--- src/rtl/sensor_frame_parser.sv ---
`default_nettype none
// ============================================================================
// Module      : sensor_frame_parser
// Description : CRC-8 checking parser for byte-serial sensor read frames.
//               It verifies one byte per cycle and reports words, errors and
//               frame completion.
// Revision    : 1.0  initial release
// ============================================================================

module sensor_frame_parser #(
    parameter int         NUM_WORDS     = 2,
    parameter int         WORD_BYTES    = 2,
    parameter logic [7:0] POLY          = 8'h31,
    parameter logic [7:0] CRC_INIT      = 8'hFF,
    parameter bit         STOP_ON_ERROR = 1'b1
) (
    input  logic                    clk,
    input  logic                    rst,
    input  logic                    frame_start,
    input  logic                    byte_valid,
    input  logic [7:0]              byte_data,
    output logic [8*WORD_BYTES-1:0] word_data,
    output logic [3:0]              word_index,
    output logic                    word_valid,
    output logic                    crc_error,
    output logic                    frame_done,
    output logic                    frame_error,
    output logic                    busy,
    output logic [7:0]              err_count
);

    localparam int         WORD_W    = 8 * WORD_BYTES;
    localparam logic [2:0] LAST_BYTE = 3'(WORD_BYTES - 1);
    localparam logic [3:0] LAST_WORD = 4'(NUM_WORDS - 1);

    localparam logic [1:0] S_IDLE  = 2'd0;
    localparam logic [1:0] S_DATA  = 2'd1;
    localparam logic [1:0] S_CHECK = 2'd2;

    // Byte-wide CRC step: the 8 bit iterations unroll into one XOR network.
    function automatic logic [7:0] crc8_byte(input logic [7:0] crc_in,
                                             input logic [7:0] data);
        logic [7:0] c;
        c = crc_in ^ data;
        for (int i = 0; i < 8; i++) begin
            c = c[7] ? ((c << 1) ^ POLY) : (c << 1);
        end
        return c;
    endfunction

    logic [1:0]        state_q,       state_d;
    logic [2:0]        byte_cnt_q,    byte_cnt_d;
    logic [3:0]        word_cnt_q,    word_cnt_d;
    logic [WORD_W-1:0] shift_q,       shift_d;
    logic [7:0]        crc_q,         crc_d;
    logic [WORD_W-1:0] word_data_q,   word_data_d;
    logic [3:0]        word_index_q,  word_index_d;
    logic              word_valid_q,  word_valid_d;
    logic              crc_error_q,   crc_error_d;
    logic              frame_done_q,  frame_done_d;
    logic              frame_error_q, frame_error_d;
    logic              busy_q,        busy_d;
    logic [7:0]        err_count_q,   err_count_d;

    logic              crc_match;

    assign crc_match = (byte_data == crc_q);

    always_comb begin
        state_d       = state_q;
        byte_cnt_d    = byte_cnt_q;
        word_cnt_d    = word_cnt_q;
        shift_d       = shift_q;
        crc_d         = crc_q;
        word_data_d   = word_data_q;
        word_index_d  = word_index_q;
        word_valid_d  = 1'b0;
        crc_error_d   = 1'b0;
        frame_done_d  = 1'b0;
        frame_error_d = frame_error_q;
        err_count_d   = err_count_q;

        // frame_start overrides everything, including a byte in the same cycle.
        if (frame_start) begin
            state_d       = S_DATA;
            byte_cnt_d    = 3'd0;
            word_cnt_d    = 4'd0;
            shift_d       = '0;
            crc_d         = CRC_INIT;
            frame_error_d = 1'b0;
        end else begin
            case (state_q)
                S_IDLE: begin
                    state_d = S_IDLE;
                end

                S_DATA: begin
                    if (byte_valid) begin
                        shift_d = WORD_W'({shift_q, byte_data});
                        crc_d   = crc8_byte(crc_q, byte_data);
                        if (byte_cnt_q == LAST_BYTE) begin
                            byte_cnt_d = 3'd0;
                            state_d    = S_CHECK;
                        end else begin
                            byte_cnt_d = byte_cnt_q + 3'd1;
                        end
                    end
                end

                S_CHECK: begin
                    if (byte_valid) begin
                        if (crc_match) begin
                            word_data_d  = shift_q;
                            word_index_d = word_cnt_q;
                            word_valid_d = 1'b1;
                        end else begin
                            crc_error_d   = 1'b1;
                            frame_error_d = 1'b1;
                            if (err_count_q != 8'hFF) begin
                                err_count_d = err_count_q + 8'd1;
                            end
                        end

                        if (word_cnt_q == LAST_WORD) begin
                            frame_done_d = 1'b1;
                            state_d      = S_IDLE;
                        end else if (!crc_match && STOP_ON_ERROR) begin
                            state_d = S_IDLE;
                        end else begin
                            word_cnt_d = word_cnt_q + 4'd1;
                            crc_d      = CRC_INIT;
                            state_d    = S_DATA;
                        end
                    end
                end

                default: begin
                    state_d = S_IDLE;
                end
            endcase
        end

        busy_d = (state_d != S_IDLE);
    end

    always_ff @(posedge clk or posedge rst) begin
        if (rst) begin
            state_q       <= S_IDLE;
            byte_cnt_q    <= 3'd0;
            word_cnt_q    <= 4'd0;
            shift_q       <= '0;
            crc_q         <= CRC_INIT;
            word_data_q   <= '0;
            word_index_q  <= 4'd0;
            word_valid_q  <= 1'b0;
            crc_error_q   <= 1'b0;
            frame_done_q  <= 1'b0;
            frame_error_q <= 1'b0;
            busy_q        <= 1'b0;
            err_count_q   <= 8'd0;
        end else begin
            state_q       <= state_d;
            byte_cnt_q    <= byte_cnt_d;
            word_cnt_q    <= word_cnt_d;
            shift_q       <= shift_d;
            crc_q         <= crc_d;
            word_data_q   <= word_data_d;
            word_index_q  <= word_index_d;
            word_valid_q  <= word_valid_d;
            crc_error_q   <= crc_error_d;
            frame_done_q  <= frame_done_d;
            frame_error_q <= frame_error_d;
            busy_q        <= busy_d;
            err_count_q   <= err_count_d;
        end
    end

    assign word_data   = word_data_q;
    assign word_index  = word_index_q;
    assign word_valid  = word_valid_q;
    assign crc_error   = crc_error_q;
    assign frame_done  = frame_done_q;
    assign frame_error = frame_error_q;
    assign busy        = busy_q;
    assign err_count   = err_count_q;

endmodule

`default_nettype wire

--- config.mk ---
export PLATFORM = sky130hd
export DESIGN_NAME = sensor_frame_parser
export DESIGN_NICKNAME = d
export VERILOG_FILES = /design/src/rtl/sensor_frame_parser.sv
export SDC_FILE = /design/constraint.sdc
export NUM_CORES = 1
export LEC_CHECK = 0
export BUFFER_PORTS_ARGS = -buffer_cell sky130_fd_sc_hd__buf_2
export CAP_MARGIN = 20
export CORE_MARGIN = 2
export CORE_UTILIZATION = 57
export DETAILED_ROUTE_END_ITERATION = 6
export PLACE_DENSITY = 0.79
export SETUP_SLACK_MARGIN = 0.05
export SYNTH_ARGS = -nofsm -noshare
export SYNTH_HDL_FRONTEND = slang
export SYNTH_SLANG_ARGS = --single-unit
--- constraint.sdc ---
create_clock -name clk -period 2.45 [get_ports clk]
set_clock_uncertainty 0.2 [all_clocks]
set_input_delay 0.49 -clock clk [delete_from_list [all_inputs] [get_ports clk]]
set_output_delay 0.49 -clock clk [all_outputs]
set_load 0.02 [all_outputs]
* After elaboration in Yosys (flattened, before gate mapping)
Cells that the tools add are included.
** Operators by class
- $add $sub $neg :: 3
- Bitwise gates (word level) :: 11
- Reduce and logical (&&, ||, !) cells :: 12
- Eq/ne operators :: 12
- Mux-type cells :: 49
** Operators with widths (count)
- $mux 16 :: 3
- $mux 6 :: 8
- $mux 8 :: 5
- $not 3->3 :: 8
- $mux 4 :: 5
- $mux 1 :: 18
- $pmux 8 s2 :: 1
- $mux 3 :: 4
- $ne 3x3->1 const B :: 4
- $reduce_and 5->1 :: 2
- $reduce_bool 2->1 :: 5
- $add 8x1->8 const B :: 1
- $eq 8x8->1 :: 1
- $mux 2 :: 4
- $ne 8x8->1 const B :: 1
- $reduce_and 4->1 :: 2
- $xor 8x8->8 :: 1
- $add 4x1->4 const B :: 1
- $eq 4x1->1 const B :: 1
- $ne 2x2->1 const B :: 2
- $pmux 2 s2 :: 1
- $add 3x1->3 const B :: 1
- $eq 3x1->1 const B :: 1
- $reduce_and 3->1 :: 1
- 5 further kinds :: 6
** Word-level totals
- Word-level logic and storage cells :: 100
- Bits in registers :: 66
- Input bits :: 12
- Output and inout port bits :: 33

* Longest topological paths before layout
- Depth after elaboration :: 20
- Mapped depth :: 8
- Depth with buffers taken out :: 7

* Worst setup path before layout
No wires, ideal clock.
- Path type :: input to register
- Start :: in byte_data[0]
- End :: reg word_data_q[10], in the netlist word_data[10]
- Stages on the path :: 5
- Library setup time :: 0.128 ns
- Arrival :: 1.695 ns
- Required time :: 2.122 ns
- Buffers on the path :: 1
- Setup slack :: 0.428 ns
- Cell sequence :: xnor2_1 nand4_2 nor3_4 buf_4 mux2_1
** On the way
- Cells in the longest elaborated chain, start to end :: 2
** RTL lines
- start: declaration :: line 21 : input logic [7:0] byte_data,
- $eq 8x8->1 :: line 67 : assign crc_match = (byte_data == crc_q);
- $reduce_and 4->1 (no line)
- end signal: assignment :: line 167 : word_data_q <= word_data_d;
- end: declaration :: line 56 : logic [WORD_W-1:0] word_data_q, word_data_d;
Every way passes these cells.
A chain may end at the register's enable or synchronous reset.

* Worst setup path in the final report
- Start :: reg word_cnt_q[1]
- End :: reg crc_q[3]
** On the way
- Cells in the longest elaborated chain, start to end :: 3
** RTL lines
- start: declaration :: line 53 : logic [3:0] word_cnt_q, word_cnt_d;
- start signal: assignment :: line 164 : word_cnt_q <= word_cnt_d;
- $eq 4x1->1 :: line 124 : if (word_cnt_q == LAST_WORD) begin
- $ne 3x3->1 (no line)
- $reduce_and 5->1 (no line)
- end signal: assignment :: line 166 : crc_q <= crc_d;
- end: declaration :: line 55 : logic [7:0] crc_q, crc_d;
Every way passes these cells.

==> out/metrics.cfg <==
[run_status]
status = finished, final reports clean

[floorplanning]
die_h_um = 78.3
rows = 27
dieArea_um2 = 6130
die_w_um = 78.3
ios = 45
start_util_pct = 58.2
fp.coreArea_um2 = 5410

[placed_design]
finalWeightedCongestion = 0.842
pre_cts_ws_ns = 0.203
port_buffers = 44
dp_hpwl_um = 4360

[worst_setup_path]
critPathKind = flip-flop to flip-flop
reg2regPathDepth = 8
worst_ep_required_time_ns = 2.50
cp.arrival_ns = 2.30
endpoint_kind = flip-flop
worstPathMaxFanout = 10
setup.worst_path.start = word_cnt_q[1]$_DFFE_PP0P_
crit_path_end = crc_q[3]$_DFFE_PP1P_
r2r_start = word_cnt_q[1]$_DFFE_PP0P_
start_kind = flip-flop
r2r-end = crc_q[3]$_DFFE_PP1P_
reg2reg_slack_ns = 0.20

[drt]
routed_wl_um = 6140
via_per_inst = 5.46
drt_iter0_markers = 206
dr_total_vias = 2206
routedWlPerCell_um = 15.2
route.detailed.drc = 0
first_pass_iters = 4
detail-route-antenna-nets = 0

[cells_and_area]
final_common_cell = dfrtp_1
diodes = 0
nets = 344
areaGrowthSynthToFinish_pct = 17.2
drive_above_1_share_pct = 27.4
fillers = 425
layout_common_cells = dfrtp_1, buf_2, nand2_1

[grt]
antenna_found_initial = 0
track_usage_pct = 22.7
grt_max_degree = 33
grt_overflow_total = 0
grt_pass1_wl_um = 10700
grt_pass1_vias = 2213

[sta]
final_max_slew_viol_count = 0
worst_pin_slew_ns = 0.548
layout_worst_path_cycle_share_pct = 92.0
rsz0062_at_grt = no
fin_ws_ns = 0.195
max_clock_freq_ghz = 0.443
finalSetupViolations = 0
hold_viol = 0
fin_crit_ns = 2.25
tns_ns = 0
slew_headroom_pct = 63.4

[logic_synthesis]
synth_fp_nets = 292
synthArstFlopShare_pct = 100
synth_seq_area_share_pct = 52.8
synth_edf_count = 0
ys_ff_latch = 66
yosys_warnings = 0
synth_ff_type = dfrtp_1
ys_types = 48
syn_area_per_cell_um2 = 11.4
syn_area_um2 = 3140
syn-instance-count = 275

[clocking]
clock_sinks = 66
post-cts-setup-buffer-count = 0
root_buffer = clkbuf_8
worstSkewPairLatency_ns = 0.34
cts_tree = built
cts_buffers = 9
ctsLongestPathBuffers = 2
path_clk_slew_ns = 0.07
htree_levels = 3

[power]
power.leakage_nw = 1.81
ir_drop_mv = 0.685
p_per_area_nw_per_um2 = 765
finalPower_mw = 2.82

[flow_run]
drv_cap = 0

[min_path]
hp-class = input port to flip-flop

cells in the mapped netlist (3+ instances only):
| master | instances | share of area (%) |
|---|---|---|
| nor2_1 | 9 | 1.1 |
| a21oi_1 | 19 | 3.0 |
| xor2_1 | 5 | 1.4 |
| buf_1 | 3 | 0.36 |
| xnor2_2 | 5 | 2.6 |
| clkbuf_1 | 4 | 0.48 |
| inv_1 | 8 | 0.96 |
| nand4_1 | 5 | 0.99 |
| ha_1 | 5 | 2.0 |
| nand2b_1 | 4 | 0.80 |
| o21ai_1 | 6 | 0.96 |
| dfrtp_1 | 58 | 46 |
| o21ai_0 | 3 | 0.48 |
| nand2_1 | 41 | 4.9 |
| mux2_1 | 23 | 8.2 |
| xnor2_1 | 13 | 3.6 |
| nand3b_1 | 3 | 0.72 |
| nor4_1 | 4 | 0.80 |
| dfstp_2 | 8 | 6.7 |
| nor3_1 | 8 | 1.3 |
| and3_1 | 3 | 0.60 |
| a31oi_1 | 3 | 0.60 |
critical path: stages, from the launching register on:
cell and delay (ns):
dfrtp_1 0.42, inv_1 0.10, ha_1 0.16, or3b_1 0.43
nand3_1 0.19, nor3_1 0.08, buf_4 0.18, nor4_1 0.31
a31oi_1 0.10
layer usage:
layer	up-vias	GRT usage (%)	part of all wire [%]
met5	-	0	0
met4	0	8.25	2.3
met3	14	5.52	4.1
met2	54	36.9	49
met1	1081	29.9	45
li1	1057	-	-
layout make-up:
cell class                 instances  area, um2  area share, %
sequential                        66       1660           45.1
multi-input combinational        190       1400           38.0
timing repair buffer              52        308           8.35
clock buffer                       9        124           3.36
tap                               72       90.1           2.44
clock inverter                     7       70.1           1.90
inverter                           8       30.0          0.815
through the flow:
step                instances  hold slack [ns]  util [%]  cell area (um2)
global placement          387            0.262      64.4             3480
floorplan                 275            0.264         -             3140
global route              404            0.220      68.2             3680
finish                    404            0.229      68.2             3680
CTS                       404            0.215      68.2             3680
detailed placement        387            0.271      64.4             3480
state kept, by name, indices dropped and copies added (netlist names):
register	flops
shift_q	16
word_cnt_q	4
busy	1
crc_error	1
word_index	4
frame_error	1
crc_q	8
word_valid	1
state_q	2
byte_cnt_q	3
word_data	16
frame_done	1
err_count	8
logic make-up (layout without fill, tap and decap cells):
family,count (synthesis),count (layout),share of synthesized area [%]
AOI/OAI and AO/OA,40,40,7.68
xor gates and xnor gates,26,26,10.1
adders and majority gates,5,5,1.99
buffers and inverters,19,76,2.59
DFF,66,66,52.8
muxes,24,24,8.56
and+or+nand+nor,95,95,16.3
where the power goes:
group	switching (mW)	total, mW	internal (mW)
Combinational	0.373	0.668	0.295
Clock	0.417	0.884	0.467
Sequential	0.0742	1.27	1.19
what timing repair did:
action,CTS,global route
setup endpoints to repair,0,0
gates resized for setup,0,0
hold endpoints to repair,23,0
hold buffers,1,0
worst min path at each step:
stage                                   start                   endpoint  slack (ns)  cells after the start
floorplan             shift_q[13]$_DFFE_PP0P_  word_data[13]$_DFFE_PP0P_        0.26                      1
finish                           byte_data[2]     shift_q[2]$_DFFE_PP0P_        0.23                      3
detailed placement  word_data[13]$_DFFE_PP0P_  word_data[13]$_DFFE_PP0P_        0.27                      1
global placement    word_data[13]$_DFFE_PP0P_  word_data[13]$_DFFE_PP0P_        0.26                      1
CTS                              byte_data[2]     shift_q[2]$_DFFE_PP0P_        0.22                      3
global route                     byte_data[4]     shift_q[4]$_DFFE_PP0P_        0.22                      3
(Power assumes the default switching activity.)
